$ cat config.mk
export PLATFORM = sky130hd
export DESIGN_NAME = ysyx_25030093_xbar
export DESIGN_NICKNAME = d
export VERILOG_FILES = /design/src/rtl/ysyx_25030093_axi_pkg.sv /design/src/rtl/ysyx_25030093_xbar_dec.sv /design/src/rtl/ysyx_25030093_xbar.sv
export SDC_FILE = /design/constraint.sdc
export NUM_CORES = 1
export LEC_CHECK = 0
export CORE_AREA = 2 2 173 175
export CTS_CLUSTER_DIAMETER = 200
export DETAILED_ROUTE_END_ITERATION = 12
export DIE_AREA = 0 0 175 177
export GPL_TIMING_DRIVEN = 0
export PLACE_DENSITY = 0.64
export SYNTH_ARGS = -nofsm -noshare
export SYNTH_HDL_FRONTEND = slang
export SYNTH_SLANG_ARGS = --single-unit
export TNS_END_PERCENT = 1
$ cat constraint.sdc
create_clock -name clk -period 5.1 [get_ports clk]
set_clock_uncertainty 0.1 [all_clocks]
set_input_delay 1.02 -clock clk [delete_from_list [all_inputs] [get_ports clk]]
set_output_delay 1.02 -clock clk [all_outputs]
set_load 0.1 [all_outputs]
$ cat src/rtl/ysyx_25030093_axi_pkg.sv
// rtl/ysyx_25030093_axi_pkg.sv - shared state enums, response codes and address map for the xbar
package ysyx_25030093_axi_pkg;

  localparam logic [1:0] RESP_OKAY   = 2'b00;
  localparam logic [1:0] RESP_DECERR = 2'b11;

  localparam logic [31:0] UART_BASE_DEF = 32'ha000_03f8;
  localparam logic [31:0] UART_SIZE_DEF = 32'h0000_0008;
  localparam logic [31:0] SRAM_BASE_DEF = 32'h8000_0000;
  localparam logic [31:0] SRAM_SIZE_DEF = 32'h0800_0000;

  typedef enum logic [1:0] {R_IDLE, R_ADDR, R_DATA, R_ERR} r_state_t;
  typedef enum logic [1:0] {W_IDLE, W_FWD, W_RESP, W_ERR} w_state_t;

endpackage

$ cat src/rtl/ysyx_25030093_xbar_dec.sv
// rtl/ysyx_25030093_xbar_dec.sv - address decoder: UART window, SRAM window, or decode error
module ysyx_25030093_xbar_dec
  import ysyx_25030093_axi_pkg::*;
#(
  parameter logic [31:0] UART_BASE = UART_BASE_DEF,
  parameter logic [31:0] UART_SIZE = UART_SIZE_DEF,
  parameter logic [31:0] SRAM_BASE = SRAM_BASE_DEF,
  parameter logic [31:0] SRAM_SIZE = SRAM_SIZE_DEF
) (
  input  logic [31:0] addr,
  output logic        sel_uart,
  output logic        sel_sram,
  output logic        err
);

  logic [32:0] uart_end;
  logic [32:0] sram_end;
  logic        hit_uart;
  logic        hit_sram;

  // 33-bit window ends so a window touching the top of the map cannot wrap
  assign uart_end = {1'b0, UART_BASE} + {1'b0, UART_SIZE};
  assign sram_end = {1'b0, SRAM_BASE} + {1'b0, SRAM_SIZE};

  assign hit_uart = (addr >= UART_BASE) && ({1'b0, addr} < uart_end);
  assign hit_sram = (addr >= SRAM_BASE) && ({1'b0, addr} < sram_end);

  assign sel_uart = hit_uart;
  assign sel_sram = hit_sram && !hit_uart;
  assign err      = !hit_uart && !hit_sram;

endmodule

$ cat src/rtl/ysyx_25030093_xbar.sv
// rtl/ysyx_25030093_xbar.sv - one-master, two-slave (UART, SRAM) AXI-lite crossbar
// Independent read and write FSMs, one outstanding transaction each; misses answer DECERR.
module ysyx_25030093_xbar
  import ysyx_25030093_axi_pkg::*;
#(
  parameter logic [31:0] UART_BASE = UART_BASE_DEF,
  parameter logic [31:0] UART_SIZE = UART_SIZE_DEF,
  parameter logic [31:0] SRAM_BASE = SRAM_BASE_DEF,
  parameter logic [31:0] SRAM_SIZE = SRAM_SIZE_DEF
) (
  input  logic        clk,
  input  logic        rst_n,
  input  logic [31:0] M_araddr,
  input  logic        M_arvalid,
  output logic        M_arready,
  output logic [31:0] M_rdata,
  output logic [1:0]  M_rresp,
  output logic        M_rvalid,
  input  logic        M_rready,
  input  logic [31:0] M_awaddr,
  input  logic        M_awvalid,
  output logic        M_awready,
  input  logic [31:0] M_wdata,
  input  logic [7:0]  M_wstrb,
  input  logic        M_wvalid,
  output logic        M_wready,
  output logic [1:0]  M_bresp,
  output logic        M_bvalid,
  input  logic        M_bready,
  output logic [31:0] UART_araddr,
  output logic        UART_arvalid,
  input  logic        UART_arready,
  input  logic [31:0] UART_rdata,
  input  logic        UART_rvalid,
  output logic        UART_rready,
  output logic [31:0] UART_awaddr,
  output logic        UART_awvalid,
  input  logic        UART_awready,
  output logic [31:0] UART_wdata,
  output logic [7:0]  UART_wstrb,
  output logic        UART_wvalid,
  input  logic        UART_wready,
  input  logic        UART_bvalid,
  output logic        UART_bready,
  output logic [31:0] SRAM_araddr,
  output logic        SRAM_arvalid,
  input  logic        SRAM_arready,
  input  logic [31:0] SRAM_rdata,
  input  logic        SRAM_rvalid,
  output logic        SRAM_rready,
  output logic [31:0] SRAM_awaddr,
  output logic        SRAM_awvalid,
  input  logic        SRAM_awready,
  output logic [31:0] SRAM_wdata,
  output logic [7:0]  SRAM_wstrb,
  output logic        SRAM_wvalid,
  input  logic        SRAM_wready,
  input  logic        SRAM_bvalid,
  output logic        SRAM_bready
);

  logic rd_sel_uart, rd_sel_sram, rd_err;
  logic wr_sel_uart, wr_sel_sram, wr_err;

  ysyx_25030093_xbar_dec #(
    .UART_BASE(UART_BASE), .UART_SIZE(UART_SIZE),
    .SRAM_BASE(SRAM_BASE), .SRAM_SIZE(SRAM_SIZE)
  ) u_rd_dec (
    .addr(M_araddr), .sel_uart(rd_sel_uart), .sel_sram(rd_sel_sram), .err(rd_err)
  );

  ysyx_25030093_xbar_dec #(
    .UART_BASE(UART_BASE), .UART_SIZE(UART_SIZE),
    .SRAM_BASE(SRAM_BASE), .SRAM_SIZE(SRAM_SIZE)
  ) u_wr_dec (
    .addr(M_awaddr), .sel_uart(wr_sel_uart), .sel_sram(wr_sel_sram), .err(wr_err)
  );

  r_state_t    r_state;
  logic [31:0] r_addr;
  logic        r_uart, r_sram;
  logic        sel_arready, sel_rvalid;

  assign sel_arready = (r_uart && UART_arready) || (r_sram && SRAM_arready);
  assign sel_rvalid  = (r_uart && UART_rvalid) || (r_sram && SRAM_rvalid);

  always_ff @(posedge clk or negedge rst_n) begin
    if (!rst_n) begin
      r_state <= R_IDLE;
      r_addr  <= '0;
      r_uart  <= 1'b0;
      r_sram  <= 1'b0;
    end else begin
      case (r_state)
        R_IDLE: if (M_arvalid) begin
          r_addr  <= M_araddr;
          r_uart  <= rd_sel_uart;
          r_sram  <= rd_sel_sram;
          r_state <= rd_err ? R_ERR : R_ADDR;
        end
        R_ADDR:  if (sel_arready) r_state <= R_DATA;
        R_DATA:  if (sel_rvalid && M_rready) r_state <= R_IDLE;
        R_ERR:   if (M_rready) r_state <= R_IDLE;
        default: r_state <= R_IDLE;
      endcase
    end
  end

  // rst_n gates arready so the master sees no ready while reset is held
  assign M_arready    = rst_n && (r_state == R_IDLE);
  assign UART_araddr  = r_addr;
  assign SRAM_araddr  = r_addr;
  assign UART_arvalid = (r_state == R_ADDR) && r_uart;
  assign SRAM_arvalid = (r_state == R_ADDR) && r_sram;
  assign UART_rready  = (r_state == R_DATA) && r_uart && M_rready;
  assign SRAM_rready  = (r_state == R_DATA) && r_sram && M_rready;

  always_comb begin
    M_rvalid = 1'b0;
    M_rdata  = '0;
    M_rresp  = RESP_OKAY;
    case (r_state)
      R_DATA: begin
        M_rvalid = sel_rvalid;
        M_rdata  = r_uart ? UART_rdata : SRAM_rdata;
      end
      R_ERR: begin
        M_rvalid = 1'b1;
        M_rresp  = RESP_DECERR;
      end
      default: ;
    endcase
  end

  w_state_t    w_state;
  logic [31:0] w_addr, w_data;
  logic [7:0]  w_strb;
  logic        w_uart, w_sram;
  logic        aw_done, w_done;
  logic        aw_pend, w_pend, aw_fire, w_fire, sel_bvalid;

  assign aw_pend    = (w_state == W_FWD) && !aw_done;
  assign w_pend     = (w_state == W_FWD) && !w_done;
  assign aw_fire    = aw_pend && ((w_uart && UART_awready) || (w_sram && SRAM_awready));
  assign w_fire     = w_pend && ((w_uart && UART_wready) || (w_sram && SRAM_wready));
  assign sel_bvalid = (w_uart && UART_bvalid) || (w_sram && SRAM_bvalid);

  always_ff @(posedge clk or negedge rst_n) begin
    if (!rst_n) begin
      w_state <= W_IDLE;
      w_addr  <= '0;
      w_data  <= '0;
      w_strb  <= '0;
      w_uart  <= 1'b0;
      w_sram  <= 1'b0;
      aw_done <= 1'b0;
      w_done  <= 1'b0;
    end else begin
      case (w_state)
        W_IDLE: if (M_awvalid && M_wvalid) begin
          w_addr  <= M_awaddr;
          w_data  <= M_wdata;
          w_strb  <= M_wstrb;
          w_uart  <= wr_sel_uart;
          w_sram  <= wr_sel_sram;
          aw_done <= 1'b0;
          w_done  <= 1'b0;
          w_state <= wr_err ? W_ERR : W_FWD;
        end
        W_FWD: begin
          if (aw_fire) aw_done <= 1'b1;
          if (w_fire)  w_done  <= 1'b1;
          if ((aw_done || aw_fire) && (w_done || w_fire)) w_state <= W_RESP;
        end
        W_RESP:  if (sel_bvalid && M_bready) w_state <= W_IDLE;
        W_ERR:   if (M_bready) w_state <= W_IDLE;
        default: w_state <= W_IDLE;
      endcase
    end
  end

  assign M_awready    = rst_n && (w_state == W_IDLE) && M_awvalid && M_wvalid;
  assign M_wready     = M_awready;
  assign UART_awaddr  = w_addr;
  assign SRAM_awaddr  = w_addr;
  assign UART_wdata   = w_data;
  assign SRAM_wdata   = w_data;
  assign UART_wstrb   = w_strb;
  assign SRAM_wstrb   = w_strb;
  assign UART_awvalid = aw_pend && w_uart;
  assign SRAM_awvalid = aw_pend && w_sram;
  assign UART_wvalid  = w_pend && w_uart;
  assign SRAM_wvalid  = w_pend && w_sram;
  assign UART_bready  = (w_state == W_RESP) && w_uart && M_bready;
  assign SRAM_bready  = (w_state == W_RESP) && w_sram && M_bready;

  assign M_bvalid = ((w_state == W_RESP) && sel_bvalid) || (w_state == W_ERR);
  assign M_bresp  = (w_state == W_ERR) ? RESP_DECERR : RESP_OKAY;

endmodule

==> results.md, run 1 <==
* Yosys top cell area share at 48.2%
* Slew Limit Headroom at 27.1%
* Port Buffers at 443
* Root Driver: clkbuf_16
* Synth warnings at 0
* Max stage delay on crit path at ~1.1 ns
* Final Cycle Share at 89.9%
* Hold-fix buffers, CTS at 0
* Pin count of the biggest net entering global routing at 68
* Ordered cell list for the critical path: clkdlybuf4s50_1 > and3_1 > buf_2 > and2_1 > buf_4 > clkdlybuf4s50_1
* Worst-path maximum fanout at 10
* Syn Nets at 900
* Post-CTS sizing at 0
* CP Class: input port to primary output
* GRT Overall Usage at 17.5%
* Core area at 29200 µm²
* Met3 WL post-DR at 2300 µm
* Final hold violations at 0
* Fmax at ~220 MHz
* Final WL at 27600 µm
* Post-synth EDFFs at 0
* Post-DRT Antenna Nets at 0
* Hold_ws at 0.401 ns
* Outcome: finished, final reports clean
* Most frequent cells after synthesis: nand2_1 (330), dfrtp_1 (114), buf_4 (107)
* Avg WL per Cell at 17.4 µm
* Crit path launch type: input port
* Worst slew pin tran at 1.09 ns
* DR vias/cell at 4.04
* CP max-delay cell: clkdlybuf4s50_1
* Met1 WL at 9830 µm
* Layout overhead on the synthesized area at 93.5%
* Main synth FF type: dfrtp_1
* First-pass GRT wire length at 40500 µm
* Crit path required time at 3.98 ns
* Top cells by area, synth: dfrtp_1 (48%), nand2_1 (21%), buf_4 (14%)
* H-tree levels at 4
* Via count at 6402
* Initial antenna violation count at 8
* Cell taking the most area after synthesis: dfrtp_1
* Final Critical Period at 4.58 ns
* Setup Viol. Count Final at 0
* CTS tree: built
* Crit Reg-Reg Startpoint: w_state[1]
* Max-capacitance violation count at 0
* Die X at 175 µm
* Drt initial violations at 244
* Ys async rst share at 100%
* DP HPWL at 22800 µm
* GRT overflow at 0
* Fin cells at 1585
* Clock buffer depth at 2
* Synthesized area at 5920 µm²
* Pre-antenna DRT Iters at 4
* Vias in the first global route at 6562
* Layout cells sized above 1 at 12.3%
* CTS clock-pin slew for the worst setup and hold paths at roughly 0.060 ns
* Die Y at approximately 180 µm
* Syn_area_per_cell at just over 8 µm²
* Worst setup path start: M_wvalid
* Highest metal used: met5
* Mapped Cells at 715
* Sequential area share after synthesis at 48.2%
* DIE AREA at 31000 µm²
* RePlAce Congestion at 0.934
* Setup TNS at 0 ns
* # IOs at ~440
* Worst min-delay path class: register to register
* Worst skew pair latency at around 0.41 ns
* Post-CTS Setup Inserts at 0
* CP Capture Type: primary output
* HP Start: SRAM_wdata[19]
* WP data arrival at 3.46 ns
* Library cells used by synthesis at 35
* Met2 WL at 14800 µm
* FF+latch count, synth at 114
* NumNets Final at 1363
* Max Slew Vio Count at 0
* Most used cell, CP: clkdlybuf4s50_1
* CTS Sinks at about 110
* # placed instances at 1549
* RSZ-0062 raised after global routing: false
* Initial cell density of the core at 20.2%
* FP Rows at 63
* Num CTS Buffers at 17
* Most numerous cell in the Yosys netlist: nand2_1
* DR DRC count at 0
==> area by class of cell <==
cell class / instances / area (µm²)
Fill cell: 2913 / 17800
Timing Repair Buffer: 444 / 4460
Sequential cell: 114 / 2850
Multi-Input combinational cell: 460 / 2130
Buffer: 140 / 933
Tap cell: 390 / 488
Clock buffer: 18 / 429
Clock inverter: 14 / 144
Antenna cell: 4 / 10.0
Inverter: 1 / 3.75
==> worst paths after layout <==
kind	depth (start not counted)	end	slack, ns
worst max-delay path	6	M_wready	0.52
worst min-delay path	2	SRAM_wdata[19]	0.40
worst max register to register	7	SRAM_awaddr[1]	3.01
worst min register to register	2	SRAM_wdata[19]	0.40
max in group asynchronous	2	SRAM_awaddr[30]	3.71
min in group asynchronous	1	SRAM_araddr[17]	0.46
==> critical path: cells and delay by family <==
kind | cells | cell delay [ns]
simple gates | 2 | 0.44
buf+inv | 4 | 2.00
==> routing by layer <==
| layer | vias up | GRT usage, % |
|---|---|---|
| li1 | 3081 | - |
| met1 | 2980 | 17.8 |
| met2 | 312 | 33.0 |
| met3 | 27 | 5.78 |
| met4 | 2 | 6.77 |
| met5 | - | 0 |
==> placed cells by master (no fill, tap or decap), types with 5 or more instances in the layout <==
master / n
dfrtp_1: 114
clkdlybuf4s50_1: 442
and2_1: 5
nand2_1: 330
clkbuf_16: 17
clkbuf_1: 23
nor2_1: 40
buf_4: 107
mux2i_1: 33
buf_1: 6
o21ai_1: 5
inv_6: 7
buf_2: 5
==> logic make-up after synthesis <==
kind of cell | synth area share, %
simple gates | 28.2
buf+inv | 15.8
flops | 48.2
mux | 5.77
compound gates | 1.95
==> stage by stage <==
stage,worst slack (ns),cell area [µm²],utilization [%]
after floorplan,1.40,5920,-
after global placement,-3.48,10800,37.1
after detailed placement,0.511,10900,37.2
after CTS,0.502,11400,39.1
after global routing,0.442,11400,39.2
final,0.517,11400,39.2
==> state kept, by name (all words and copies together) (netlist names) <==
| name | flops |
|---|---|
| SRAM_araddr | 32 |
| SRAM_awaddr | 32 |
| SRAM_wdata | 32 |
| SRAM_wstrb | 8 |
| aw_done | 1 |
| r_sram | 1 |
| r_state | 2 |
| r_uart | 1 |
| w_done | 1 |
| w_sram | 1 |
| w_state | 2 |
| w_uart | 1 |
Power of run 1 is not shown: default switching activity piles up to over one toggle a cycle in this logic, so the estimate is an artifact.
==> run 2: changes to the inputs <==
- SLEW_MARGIN: default -> 20
==> results of run 2 <==
Same layout as run 1: the final DEF is identical, and so are final timing and power.
Power of run 2 is left out for the same reason.
==> patch 1, RTL diff (config.mk and constraints of run 1) <==
The 4 states of `w_state_t` get a Gray code encoding in 2 bits.
--- a/src/rtl/ysyx_25030093_axi_pkg.sv
+++ b/src/rtl/ysyx_25030093_axi_pkg.sv
@@ -10,7 +10,7 @@
   localparam logic [31:0] SRAM_SIZE_DEF = 32'h0800_0000;
 
   typedef enum logic [1:0] {R_IDLE, R_ADDR, R_DATA, R_ERR} r_state_t;
-  typedef enum logic [1:0] {W_IDLE, W_FWD, W_RESP, W_ERR} w_state_t;
+  typedef enum logic [1:0] {W_IDLE = 2'b00, W_FWD = 2'b01, W_RESP = 2'b11, W_ERR = 2'b10} w_state_t;
 
 endpackage
 
Behaviour: same outputs for any inputs over 4 cycles, from zero or initial values and one cycle with rst_n low; so few cycles prove little.
==> patch 1 against run 1 <==
Count of clock-buffer cells in the layout grew 1; area after synthesis grew 0.19%; final cell count shrank 9.8%; worst setup slack lost 260 ps; highest routed layer is now met4; design area grew 0.61%; die area is the same; via count shrank 12%; sequential cell count is the same; wire length shrank 18%; global-route usage shrank 3.0 points.
Power is not shown: default switching activity piles up to over one toggle a cycle in this logic, so the estimate is an artifact.
==> patch 1: results (changes against run 1) <==
Worst slack on hold paths: 397.4 ps (was 401.1 ps). The tools report the reg-to-reg startpoint as r_state[0]$_DFFE_PN0P_ (was w_state[1]$_DFFE_PN0P_). The initial antenna violation count was 0 (was 8).

The worst setup slack for register-to-register paths came out at 3030 ps (was 3010 ps). Commonest cells in the netlist: 114 x sky130_fd_sc_hd__dfrtp_1, 107 x sky130_fd_sc_hd__buf_4, 104 x sky130_fd_sc_hd__nand2_1, 74 x sky130_fd_sc_hd__mux2_1, 44 x sky130_fd_sc_hd__nor2_1 (was 330 x sky130_fd_sc_hd__nand2_1, 114 x sky130_fd_sc_hd__dfrtp_1, 107 x sky130_fd_sc_hd__buf_4, 40 x sky130_fd_sc_hd__nor2_1, 33 x sky130_fd_sc_hd__mux2i_1). The logs give 1089 µm (was 2302 µm) for the total length of routed met3 wires and 1398 (was 1549) for the number of placed instances with taps included. Highest net fanout along the worst path: 10 (unchanged). Main area contributors after synthesis: sky130_fd_sc_hd__dfrtp_1 48%, sky130_fd_sc_hd__mux2_1 14%, sky130_fd_sc_hd__buf_4 14% (was sky130_fd_sc_hd__dfrtp_1 48%, sky130_fd_sc_hd__nand2_1 21%, sky130_fd_sc_hd__buf_4 14%). The routability congestion estimate from global placement was 0.8022 (was 0.9340). The fraction of final layout cells sized beyond drive strength 1 was 14.90% (was 12.34%); the part of the cycle the worst path needs was 94.93% (was 89.87%). The worst hold path startpoint is SRAM_araddr[17]$_DFFE_PN0P_ (was SRAM_wdata[19]$_DFFE_PN0P_).

The capturing point of the worst reg2reg path was SRAM_araddr[14]$_DFFE_PN0P_ (was SRAM_awaddr[1]$_DFFE_PN0P_). The final net count came out at 1212 (was 1363). Top routing layer in use: met4 (was met5).

The half-perimeter wire length after placement is 18730 µm (was 22840 µm). The flow ran to the end, and the final reports show no timing, DRC or antenna violations. The logs give 11290 µm (was 14790 µm) for the met2 wire length and 34310 µm (was 40540 µm) for the wire length of the first global-routing pass. The post-cts resize count was 1 (was 0).

The via count normalized by instance count works out to 3.929 (was 4.039). The run gives -80.79 ps (was 511.2 ps) as the worst setup timing slack at the placement stage. For the register area share after synthesis, the log shows 48.13% (was 48.22%). The post-synthesis cell type count was 40 (was 35). The sum of routed wire segments on met1 was 9948 µm (was 9834 µm); the routed length per instance was 15.85 µm (was 17.38 µm).

The synthesized net count is 749 (was 900). The end point of the most critical hold path is SRAM_araddr[17]$_DFFE_PN0P_ (was SRAM_wdata[19]$_DFFE_PN0P_). The largest net degree at the start of global routing is 67 (was 68).

The tools report the data arrival time of the worst path as 3720 ps (was 3460 ps). The fraction of the mapped netlist area in compound gates came out at 2.787% (was 1.946%). Cell area reported after detailed placement: 10880 µm² (was 10870 µm²). Launching instance or port of the critical path: M_awvalid (was M_wvalid). Starting DRC count in detailed routing: 201 (was 244). The via count of the first global-routing pass was 5862 (was 6562). The via count of the routed design was 5618 (was 6402). The mux share of post-synthesis cell area is 19.63% (was 5.774%).
[patch 1: cell count changes after synthesis, moves of 2 or more]
cell                              run 1  this run
sky130_fd_sc_hd__a21oi_1              2         7
sky130_fd_sc_hd__and4_1               0         3
sky130_fd_sc_hd__buf_1                6         2
sky130_fd_sc_hd__buf_2                5        10
sky130_fd_sc_hd__clkbuf_1            22        13
sky130_fd_sc_hd__mux2_1               1        74
sky130_fd_sc_hd__nand2_1            330       104
sky130_fd_sc_hd__nor2_1              40        44
sky130_fd_sc_hd__nor2b_1              4         2
sky130_fd_sc_hd__nor4b_1              3         1
sky130_fd_sc_hd__o21ai_0              1         4
sky130_fd_sc_hd__o21ai_1              5         3
sky130_fd_sc_hd__or4_1                3         0
[patch 1: layout make-up]
type	count	area, µm²
inverter	3	11.26
buffer	132	909.6
multi-input combinational	315	2153
timing repair buffer	444	4464
clock inverter	13	197.7
sequential	114	2853
fill	2933	17720
tap	390	488.0
clock buffer	19	442.9
[patch 1: worst max-delay path: stages]
cell,delay [ps]
sky130_fd_sc_hd__clkdlybuf4s50_1,460
sky130_fd_sc_hd__nand2_1,170
sky130_fd_sc_hd__nor3_2,480
sky130_fd_sc_hd__buf_2,370
sky130_fd_sc_hd__and2_1,240
sky130_fd_sc_hd__buf_4,120
sky130_fd_sc_hd__dlygate4sd2_1,840
[patch 1: cells by family after synthesis]
kind of cell	count (synthesis)
buf+inv	135
compound gates	25
flops	114
mux	107
simple gates	183
[patch 1: per-layer routing]
| layer | GRT usage [%] | up-vias |
|---|---|---|
| li1 | - | 2700 |
| met1 | 18.72 | 2712 |
| met2 | 24.26 | 188 |
| met3 | 3.028 | 18 |
| met4 | 4.444 | 0 |
| met5 | 0 | - |
==> patch 2, RTL diff (flow settings as in run 1) <==
Without the edit above. Make the reset (`rst_n`) synchronous in 2 clocked blocks.
--- a/src/rtl/ysyx_25030093_xbar.sv
+++ b/src/rtl/ysyx_25030093_xbar.sv
@@ -84,7 +84,7 @@
   assign sel_arready = (r_uart && UART_arready) || (r_sram && SRAM_arready);
   assign sel_rvalid  = (r_uart && UART_rvalid) || (r_sram && SRAM_rvalid);
 
-  always_ff @(posedge clk or negedge rst_n) begin
+  always_ff @(posedge clk) begin
     if (!rst_n) begin
       r_state <= R_IDLE;
       r_addr  <= '0;
@@ -145,7 +145,7 @@
   assign w_fire     = w_pend && ((w_uart && UART_wready) || (w_sram && SRAM_wready));
   assign sel_bvalid = (w_uart && UART_bvalid) || (w_sram && SRAM_bvalid);
 
-  always_ff @(posedge clk or negedge rst_n) begin
+  always_ff @(posedge clk) begin
     if (!rst_n) begin
       w_state <= W_IDLE;
       w_addr  <= '0;
Check against the original RTL: differs if rst_n is asserted again (counterexample within 4 cycles, from zero or initial values and one cycle with rst_n low); with rst_n held inactive, the same outputs for 4 cycles.
==> patch 2 against run 1 <==
Worst setup slack worse by 270 ps; hold slack got worse by 25 ps; via count rose by 1.7%; synthesized cell count rose by 3.1%; area after synthesis shrank 0.44%; first-iteration DRC count shrank 9.4%; wire length shrank 5.8%; sequential cell count stayed put; design area decreased by 0.22%; critical path type unchanged; sequential share of layout area decreased by 4.9 points.
Power is left out: it rests on default switching activity, and per cell area and clock period it moved more than threefold.
==> patch 2: results (changes against run 1) <==
The number of iterations in the first detailed-routing pass is 4 (unchanged). The via count of the first global-routing pass came out at 6507 (was 6562). Register clock-pin slew on the reported worst setup and hold paths: 60 ps (about the same).

The gate family responsible for the most delay along the worst path was buffers and inverters (unchanged). The number of placed instances with taps included was 1569 (was 1549); the via count normalized by instance count was 4.068 (was 4.039). Clock root buffer: sky130_fd_sc_hd__clkbuf_16 (unchanged). The wire length of the first global-routing pass is 37960 µm (was 40540 µm), and the half-perimeter wire length after placement is 21350 µm (was 22840 µm). The maximum clock insertion buffer count is 2 (unchanged). The routed length per instance was 16.21 µm (was 17.38 µm).

For the maximum level of the CTS H-tree, the log shows 4 (unchanged). Fraction of final layout cells sized beyond drive strength 1: 13.21% (was 12.34%). The tools report the starting DRC count in detailed routing as 221 (was 244).

For the initial antenna violation count, the log shows 1 (was 8). For the worst setup timing slack at the placement stage, the log shows -275.7 ps (was 511.2 ps). The number of clock buffers inserted by TritonCTS is 17 (unchanged), and the number of warnings printed during yosys synthesis is 0 (unchanged). The run gives 4.124% (was 5.777%) as the met3 track utilization from global routing. The post-synthesis cell type count was 43 (was 35); the highest net fanout along the worst path was 10 (unchanged). The tools report the data arrival time of the worst path as 3730 ps (was 3460 ps). The fraction of synthesis flops using an asynchronous set or reset pin is 0% (was 100.0%), and the worst slew margin relative to its limit is 24.93% (was 27.14%).

The logs give 38.75% (was 48.22%) for the register area share after synthesis and 16.04% (was 17.52%) for the overall fraction of global-route tracks in use. The routability congestion estimate from global placement is 0.8078 (was 0.9340). For the final net count, the log shows 1383 (was 1363).

Met1 track demand over resource in global routing: 18.80% (was 17.85%). The flow ran to the end, and the final reports show no timing, DRC or antenna violations. Largest net degree at the start of global routing: 17 (was 68). The total inserted antenna cells is 0 (was 4).

The maximum cell stage delay along the critical path was 840 ps (was 1110 ps); the synthesized net count was 922 (was 900). The post-synthesis cell count was 737 (was 715). Commonest cells in the netlist: 221 x sky130_fd_sc_hd__nand2_1, 114 x sky130_fd_sc_hd__dfxtp_1, 107 x sky130_fd_sc_hd__buf_4, 94 x sky130_fd_sc_hd__a21boi_0, 42 x sky130_fd_sc_hd__nor2_1 (was 330 x sky130_fd_sc_hd__nand2_1, 114 x sky130_fd_sc_hd__dfrtp_1, 107 x sky130_fd_sc_hd__buf_4, 40 x sky130_fd_sc_hd__nor2_1, 33 x sky130_fd_sc_hd__mux2i_1). Final-layout fill cell count: 3019 (was 2913). Count of port buffers added during placement: 442 (was 443).

The master of the slowest instance on the critical path was sky130_fd_sc_hd__dlygate4sd2_1 (was sky130_fd_sc_hd__clkdlybuf4s50_1). Main area contributors after synthesis: sky130_fd_sc_hd__dfxtp_1 39%, sky130_fd_sc_hd__nand2_1 14%, sky130_fd_sc_hd__buf_4 14% (was sky130_fd_sc_hd__dfrtp_1 48%, sky130_fd_sc_hd__nand2_1 21%, sky130_fd_sc_hd__buf_4 14%). Classification of the worst-slack hold path: reg -> reg (unchanged). Insertion delay of the later-clocked pin in the worst-skew pair: 410 ps (about the same). The global routing met2 resource utilization is 29.46% (was 33.02%).

The wire length reported by the detailed router was 25950 µm (was 27550 µm).
==> patch 2: cell types whose count changed after synthesis, moves of 4 or more <==
| cell | change |
|---|---|
| sky130_fd_sc_hd__a21boi_0 | +94 |
| sky130_fd_sc_hd__buf_2 | +12 |
| sky130_fd_sc_hd__a21boi_1 | +14 |
| sky130_fd_sc_hd__dfxtp_1 | +114 |
| sky130_fd_sc_hd__nand2_1 | -109 |
| sky130_fd_sc_hd__o21ai_1 | -5 |
| sky130_fd_sc_hd__o21ai_0 | +4 |
| sky130_fd_sc_hd__and2_1 | +5 |
| sky130_fd_sc_hd__dfrtp_1 | -114 |
==> patch 2: worst paths after layout <==
path	start	to	slack [ps]	cells after the start
min reg2reg	SRAM_wdata[28]$_SDFFE_PN0P_	SRAM_wdata[28]$_SDFFE_PN0P_	380	2
max reg2reg	w_state[1]$_SDFFE_PN0P_	SRAM_wstrb[7]$_SDFFE_PN0P_	3100	6
min	SRAM_wdata[28]$_SDFFE_PN0P_	SRAM_wdata[28]$_SDFFE_PN0P_	380	2
max	M_wvalid	M_wready	250	7
==> patch 2: layout make-up <==
cell class / instances / area share, %
timing repair buffer: 442 / 38.70
clock buffer: 18 / 3.844
clock inverter: 14 / 1.577
sequential: 114 / 19.98
buffer: 152 / 8.696
tap: 390 / 4.271
multi-input combinational: 468 / 22.83
inverter: 3 / 0.09857
==> patch 2: kinds of logic after synthesis <==
logic type      synth area share, %
flops                         38.75
simple gates                  22.33
compound gates                16.25
buf+inv                       17.06
mux                           5.609
==> patch 2: timing repair <==
item | 4_1_cts | 5_1_grt
hold buffers | 0 | 0
setup endpoints to repair | 2 | 2
gates resized for setup | 2 | 1
buffers inserted | 0 | 0
==> patch 2: stage by stage <==
step	hold slack, ps	utilization, %	setup TNS [ps]	area, µm²
3_5_place_dp	373.0	36.94	-466.6	10800
5_1_grt	403.2	39.07	0	11420
6_report	375.8	39.07	0	11420
3_3_place_gp	365.5	36.94	-439.8	10800
2_1_floorplan	396.2	-	0	5889
4_1_cts	381.2	39.05	0	11420
==> patch 2: worst register-to-register path, stage by stage (launching register included) <==
cell and delay (ps):
sky130_fd_sc_hd__dfxtp_1 300, sky130_fd_sc_hd__buf_2 220, sky130_fd_sc_hd__nand4bb_1 160, sky130_fd_sc_hd__clkbuf_1 310, sky130_fd_sc_hd__clkbuf_1 530, sky130_fd_sc_hd__nand2_1 100
sky130_fd_sc_hd__a21boi_0 200
==> patch 2: metal layers <==
layer	part of all wire, %	routed length (µm)	up-vias
li1	-	-	3236
met1	41	10690	2990
met2	51	13120	281
met3	7.6	1973	6
met4	0.67	173	0
met5	0	0	-
